[config.mk]
export PLATFORM = sky130hd
export DESIGN_NAME = alarm_controller
export DESIGN_NICKNAME = d
export VERILOG_FILES = /design/src/rtl/alarm_controller.sv
export SDC_FILE = /design/constraint.sdc
export NUM_CORES = 1
export LEC_CHECK = 0
export BUFFER_PORTS_ARGS = -buffer_cell sky130_fd_sc_hd__buf_2
export CAP_MARGIN = 20
export CORE_UTILIZATION = 55
export CTS_CLUSTER_SIZE = 24
export DETAILED_ROUTE_END_ITERATION = 8
export PLACE_DENSITY_LB_ADDON = 0.12
export SYNTH_ARGS = -nofsm -noshare
export SYNTH_HDL_FRONTEND = slang
export SYNTH_SLANG_ARGS = --single-unit
[constraint.sdc]
create_clock -name clk -period 4.1 [get_ports clk]
set_input_delay 0.82 -clock clk [delete_from_list [all_inputs] [get_ports clk]]
set_output_delay 0.82 -clock clk [all_outputs]
set_load 0.1 [all_outputs]
[src/rtl/alarm_controller.sv]
// Arm/disarm alarm controller with exit/entry delays, bad-code lockout and a
// bounded alarm period. Optional blinking Y in ALARM when ALARM_BLINK_EN is defined.
module alarm_controller #(
  parameter int         EXIT_DELAY  = 8,
  parameter int         ENTRY_DELAY = 8,
  parameter int         ALARM_TIME  = 32,
  parameter logic [3:0] CODE        = 4'hA,
  parameter int         CNT_W       = 8,
  parameter int         BLINK_HALF  = 4
) (
  input  logic       clk,
  input  logic       rst,
  input  logic       arm,
  input  logic       sensor,
  input  logic [3:0] code,
  input  logic       code_valid,
  output logic       Y,
  output logic       armed,
  output logic [2:0] state
);

  typedef enum logic [2:0] {
    S_DIS    = 3'd0,
    S_ARMING = 3'd1,
    S_ARMED  = 3'd2,
    S_ENTRY  = 3'd3,
    S_ALARM  = 3'd4
  } state_t;

  localparam logic [CNT_W-1:0] L_EXIT  = CNT_W'(EXIT_DELAY - 1);
  localparam logic [CNT_W-1:0] L_ENTRY = CNT_W'(ENTRY_DELAY - 1);
  localparam logic [CNT_W-1:0] L_ALARM = CNT_W'(ALARM_TIME - 1);

  state_t           r_state, w_nxt;
  logic [CNT_W-1:0] r_cnt, w_nxt_cnt;
  logic [1:0]       r_bad, w_nxt_bad;
  logic             r_y, r_armed;
  logic             w_good, w_bad, w_bad3;

  assign w_good = code_valid & (code == CODE);
  assign w_bad  = code_valid & (code != CODE);
  assign w_bad3 = w_bad & (r_bad == 2'd2);

  always_comb begin
    w_nxt     = r_state;
    w_nxt_cnt = r_cnt;
    w_nxt_bad = r_bad;
    if (r_state != S_DIS && w_good) begin
      w_nxt     = S_DIS;
      w_nxt_cnt = '0;
      w_nxt_bad = '0;
    end else begin
      case (r_state)
        S_DIS: if (arm) begin
          w_nxt     = S_ARMING;
          w_nxt_cnt = L_EXIT;
        end
        S_ARMING: begin
          if (r_cnt == '0) w_nxt = S_ARMED;
          else             w_nxt_cnt = r_cnt - 1'b1;
        end
        // third bad outranks a simultaneous sensor trip
        S_ARMED: begin
          if (w_bad3) begin
            w_nxt     = S_ALARM;
            w_nxt_cnt = L_ALARM;
            w_nxt_bad = 2'd3;
          end else begin
            if (w_bad && r_bad != 2'd3) w_nxt_bad = r_bad + 1'b1;
            if (sensor) begin
              w_nxt     = S_ENTRY;
              w_nxt_cnt = L_ENTRY;
            end
          end
        end
        S_ENTRY: begin
          if (w_bad3) begin
            w_nxt     = S_ALARM;
            w_nxt_cnt = L_ALARM;
            w_nxt_bad = 2'd3;
          end else begin
            if (w_bad && r_bad != 2'd3) w_nxt_bad = r_bad + 1'b1;
            if (r_cnt == '0) begin
              w_nxt     = S_ALARM;
              w_nxt_cnt = L_ALARM;
            end else begin
              w_nxt_cnt = r_cnt - 1'b1;
            end
          end
        end
        S_ALARM: begin
          if (r_cnt == '0) begin
            w_nxt     = S_ARMED;
            w_nxt_cnt = '0;
            w_nxt_bad = '0;
          end else begin
            w_nxt_cnt = r_cnt - 1'b1;
          end
        end
        default: begin
          w_nxt     = S_DIS;
          w_nxt_cnt = '0;
          w_nxt_bad = '0;
        end
      endcase
    end
  end

`ifdef ALARM_BLINK_EN
  localparam int BW = (BLINK_HALF > 1) ? $clog2(BLINK_HALF) : 1;
  localparam logic [BW-1:0] L_BH = BW'(BLINK_HALF - 1);
  logic [BW-1:0] r_blink;
`endif

  always_ff @(posedge clk) begin
    if (rst) begin
      r_state <= S_DIS;
      r_cnt   <= '0;
      r_bad   <= '0;
      r_armed <= 1'b0;
      r_y     <= 1'b0;
`ifdef ALARM_BLINK_EN
      r_blink <= '0;
`endif
    end else begin
      r_state <= w_nxt;
      r_cnt   <= w_nxt_cnt;
      r_bad   <= w_nxt_bad;
      r_armed <= (w_nxt == S_ARMED) || (w_nxt == S_ENTRY) || (w_nxt == S_ALARM);
`ifdef ALARM_BLINK_EN
      // phase restarts on every ALARM entry; Y is low again on the exit edge
      if (w_nxt == S_ALARM && r_state != S_ALARM) begin
        r_y     <= 1'b1;
        r_blink <= L_BH;
      end else if (w_nxt == S_ALARM) begin
        if (r_blink == '0) begin
          r_y     <= ~r_y;
          r_blink <= L_BH;
        end else begin
          r_blink <= r_blink - 1'b1;
        end
      end else begin
        r_y     <= 1'b0;
        r_blink <= '0;
      end
`else
      r_y <= (w_nxt == S_ALARM);
`endif
    end
  end

  assign Y     = r_y;
  assign armed = r_armed;
  assign state = r_state;

endmodule

=== Yosys cells after proc, flatten, opt, wreduce, memory -nomap -nowiden ===
Cells that the tools add are included.

* Flip-flop bits (word level): 15
* Input bits: 9
* Output and inout port bits: 5
* Logic and storage cells: 60

* $add $sub $neg: 2
* Equal/unequal tests: 16
* Multiplexer cells: 20
* Bitwise logic cells: 4
* Reductions and logical operators: 13

{| class="wikitable"
|+ Operators by type and width
! cell !! number
|-
| 8-bit 2-to-1 mux || 7
|-
| 8-bit one-hot mux with 5 select lines || 1
|-
| 3-bit 2-to-1 mux || 7
|-
| 3-bit by 2-bit == test with 1-bit output, second input constant || 4
|-
| 3-bit one-hot mux with 4 select lines || 1
|-
| 8-bit zero test || 1
|-
| 2-bit != test, second input constant || 4
|-
| 2-bit OR reduction || 4
|-
| 8-bit by 1-bit subtractor with 8-bit output, second input constant || 1
|-
| 3-bit == test, second input constant || 2
|-
| 2-bit 2-to-1 mux || 3
|-
| 2-bit one-hot mux with 3 select lines || 1
|-
| 3-bit AND reduction || 2
|-
| 4-bit == test, second input constant || 1
|-
| 4-bit != test, second input constant || 1
|-
| 1-bit AND || 3
|-
| 3-bit by 1-bit == test with 1-bit output, second input constant || 1
|-
| 3-bit zero test || 1
|-
| 3-bit by 1-bit != test with 1-bit output, second input constant || 1
|-
| 3-bit != test, second input constant || 1
|-
| 3-bit nonzero test || 1
|-
| 2-bit by 1-bit adder with 2-bit output, second input constant || 1
|-
| 2-bit == test, second input constant || 1
|-
| 1-bit logical AND || 2
|-
| 2 further kinds || 3
|}

=== Longest topological paths before layout ===
* Word-level depth: 9
* Depth in mapped cells: 9
* Gate-level depth less buffers: 8

=== Worst setup path after synthesis ===
OpenSTA, ideal clock, no wires.

* Kind: register -> register
* From: register r_state[2] (netlist: state[2])
* To: register r_cnt[2]
* Data arrival time: 2.291 ns
* Required time: 3.983 ns
* Path slack: 1.692 ns
* Cell stages (with the launch flop): 8
* Path buffers: 2
* Period minus slack after synthesis: 2.408 ns
* Path through: dfxtp_1 buf_2 nor3_1 o21bai_2 and2b_1 buf_6 a31o_1 a32o_1

* Longest elaborated chain between the ends: 3
* Elaborated cells between the ends (all ways): 13
* Those cells by class: eq/ne: 7; mux: 1; reduce/logical: 5

{| class="wikitable"
|+ RTL lines
! item !! line !! source
|-
| start: declaration || 34 || <nowiki>state_t r_state, w_nxt;</nowiki>
|-
| start signal: assignment || 126 || <nowiki>r_state <= w_nxt;</nowiki>
|-
| 3-bit by 2-bit == test with 1-bit output, or another cell as far along || 53 || <nowiki>case (r_state)</nowiki>
|-
| 3-bit != test (no source line), or another cell as far along || n/a ||
|-
| 3-bit AND reduction (no source line) or 2-bit OR reduction (tied branches) || n/a ||
|-
| end signal: assignment || 127 || <nowiki>r_cnt <= w_nxt_cnt;</nowiki>
|-
| end: declaration || 35 || <nowiki>logic [CNT_W-1:0] r_cnt, w_nxt_cnt;</nowiki>
|}

Several ways; a longest one is shown, not always the timed one.
A chain may end at the register's enable or synchronous reset.

=== Worst setup path in the final report ===
* From: register r_state[1] (netlist: state[1])
* To: output state[1]

{| class="wikitable"
|+ RTL lines
! item !! line !! source
|-
| end: declaration || 19 || <nowiki>output logic [2:0] state</nowiki>
|}

No word-level cell between the ends.

==> results.py <==
metrics = {
    "floorplanning": {
        "rows": 15,
        "io_pins": 14,
        "start_util_pct": 58.4,
        "die_y_um": 44.6,
        "die_w_um": 44.6,
        "core_region_area_um2": 1710,
        "die-area_um2": 1990,
    },
    "worst_setup_path": {
        "crit_type": "reg -> out",
        "crit_family": "flip-flops",
        "critPathBufInv": 1,
        "worstPathArrival_ps": 1420,
        "crit_required_ps": 3280,
        "cp_slowest_cell": "dfxtp_1",
        "crit_chain": "buf_2",
        "cp-end-kind": "output pin",
        "critPathMaxStageDelay_ps": 610,
        "cp-start-kind": "flip-flop",
        "path_max_fanout": 12,
    },
    "pwr": {
        "powerDensity_nw_per_um2": 735,
        "p_leak_uw": 0.000449,
        "total_power_uw": 808,
        "ir_drop_uv": 473,
    },
    "yosys": {
        "async_flop_share_pct": 0,
        "syn_nets": 133,
        "synth_cells": 120,
        "ys_seq_area_share_pct": 30.1,
        "syn_area_um2": 997,
        "ys_warn_count": 0,
        "synth_edf_count": 0,
        "syn_avg_cell_area_um2": 8.31,
        "ys_seq_elements": 15,
        "ys_types": 44,
        "ys.flop_type": "dfxtp_1",
    },
    "placed_design": {
        "io_buffers": 13,
        "place_ws_ps": 1600,
        "gp_congestion": 0.857,
        "dp_hpwl_mm": 1.65,
    },
    "clock_tree": {
        "cts-root-buf": "clkbuf_4",
        "cts-resized-gates": 0,
        "insertion_delay_ps": 290,
        "post_cts_buffers": 0,
        "htreeDepth": 1,
        "hold_buffers": 0,
        "cts_tree": "done",
        "clkTransAtPathRegs_ps": 100,
        "cts_buffers": 3,
        "cts_num_sinks": 15,
        "cts_buffer_depth": 2,
    },
    "timing": {
        "fin_ws_ps": 1860,
        "hold_slack_ps": 505,
        "maxSlewHeadroom_pct": 67.6,
        "setup_viol": 0,
        "worst_pin_slew_ps": 490,
        "finalCriticalPeriod_ps": 2240,
        "max_freq_mhz": 446,
        "slew_violations": 0,
        "setup_tns_ps": 0,
        "rsz0062_at_grt": "no",
        "fin_crit_sh_pct": 54.7,
        "hold_viol_final": 0,
        "clock_skew_ps": 7.03,
    },
    "drt": {
        "drt-initial-drc-count": 32,
        "drt_pass1_iterations": 4,
        "wl_mm": 2.28,
        "wl_per_cell_um": 14.4,
        "vias": 943,
        "viasPerCell": 5.93,
        "post-route-drc-count": 0,
        "antenna_left": 0,
    },
    "min_path": {
        "hold_path.class": "reg -> reg",
    },
    "flow_run": {
        "cap_violations": 0,
    },
    "cells_and_area": {
        "final_util_pct": 64.4,
        "layout.cells.most_common_list": "dfxtp_1, nor2_1, buf_2",
        "fin_nets": 148,
        "antenna_cells": 0,
        "syn_to_final_growth_pct": 10.3,
        "layout_commonest_cell": "dfxtp_1",
        "drive_gt1_share_pct": 18.7,
    },
    "global_routing": {
        "overflow": 0,
        "grt_max_degree": 13,
        "grt_pass1_wl_mm": 3.75,
        "antenna_found_initial": 0,
        "grt_pass1_vias": 835,
        "grt_usage_pct": 25.8,
    },
    "run_status": {
        "status": "complete, no violations",
    },
}
==> layer usage <==
metal	vias to the layer above	track usage (%)	part of all wire [%]
met4	0	10.3	1.8
li1	473	-	-
met3	7	5.31	4.9
met5	-	0	0
met1	436	36.7	50
met2	27	37.9	44
==> final cells by class <==
| cell class | instances | area, um^2 |
|---|---|---|
| repair buffers | 13 | 65.1 |
| multi-input cells | 94 | 646 |
| flip-flops and latches | 15 | 300 |
| clock buffers | 3 | 22.5 |
| inverters | 8 | 30.0 |
| well taps | 25 | 31.3 |
| clock inverters | 1 | 5.00 |
| fillers | 151 | 608 |
==> Yosys cell counts (all sizes together) (3+ instances only) <==
library cell	n	area, um^2
nand3	3	15.0
or3	4	25.0
inv	8	30.0
dfxtp	15	300
mux2i	3	30.0
nand2	7	26.3
buf	3	21.3
o21ai	11	58.8
a21oi	9	45.0
and3	3	25.0
nor2	14	55.1
ha	4	50.1
or2	3	18.8
nor3	4	20.0
==> registers in the layout, summed over array words and instances, names as in the netlist <==
signal  count
state       3
r_bad       2
r_cnt       8
Y           1
armed       1
==> power breakdown <==
part / switching, uW / internal, uW
Combinational: 306 / 171
Sequential: 58.4 / 185
Clock: 51.7 / 36.3
Total: 416 / 392
==> logic make-up (layout without fill, tap and decap cells) <==
kind of cell    after synthesis  count (layout)  synth area share (%)
compound gates               38              38                  27.7
xor+xnor                      3               3                  2.64
fa+ha+maj                     4               4                  5.02
buf+inv                      11              25                  5.14
flops                        15              15                  30.1
mux                           3               3                  3.01
simple gates                 46              46                  26.4
==> worst paths after layout <==
kind | start | end | slack [ps] | cells after the start
max reg2reg | r_cnt[0] | r_cnt[2] | 1950 | 8
max | state[1] | state[1] | 1860 | 1
min reg2reg | r_cnt[6] | r_cnt[6] | 510 | 1
min | r_cnt[6] | r_cnt[6] | 510 | 1
==> per-stage QoR <==
stage | cell area (um^2) | cells
2_1_floorplan | 997 | 120
3_3_place_gp | 1070 | 155
3_5_place_dp | 1070 | 155
4_1_cts | 1100 | 159
5_1_grt | 1100 | 159
6_report | 1100 | 159
Note: power is estimated with default switching activity, not from simulation.
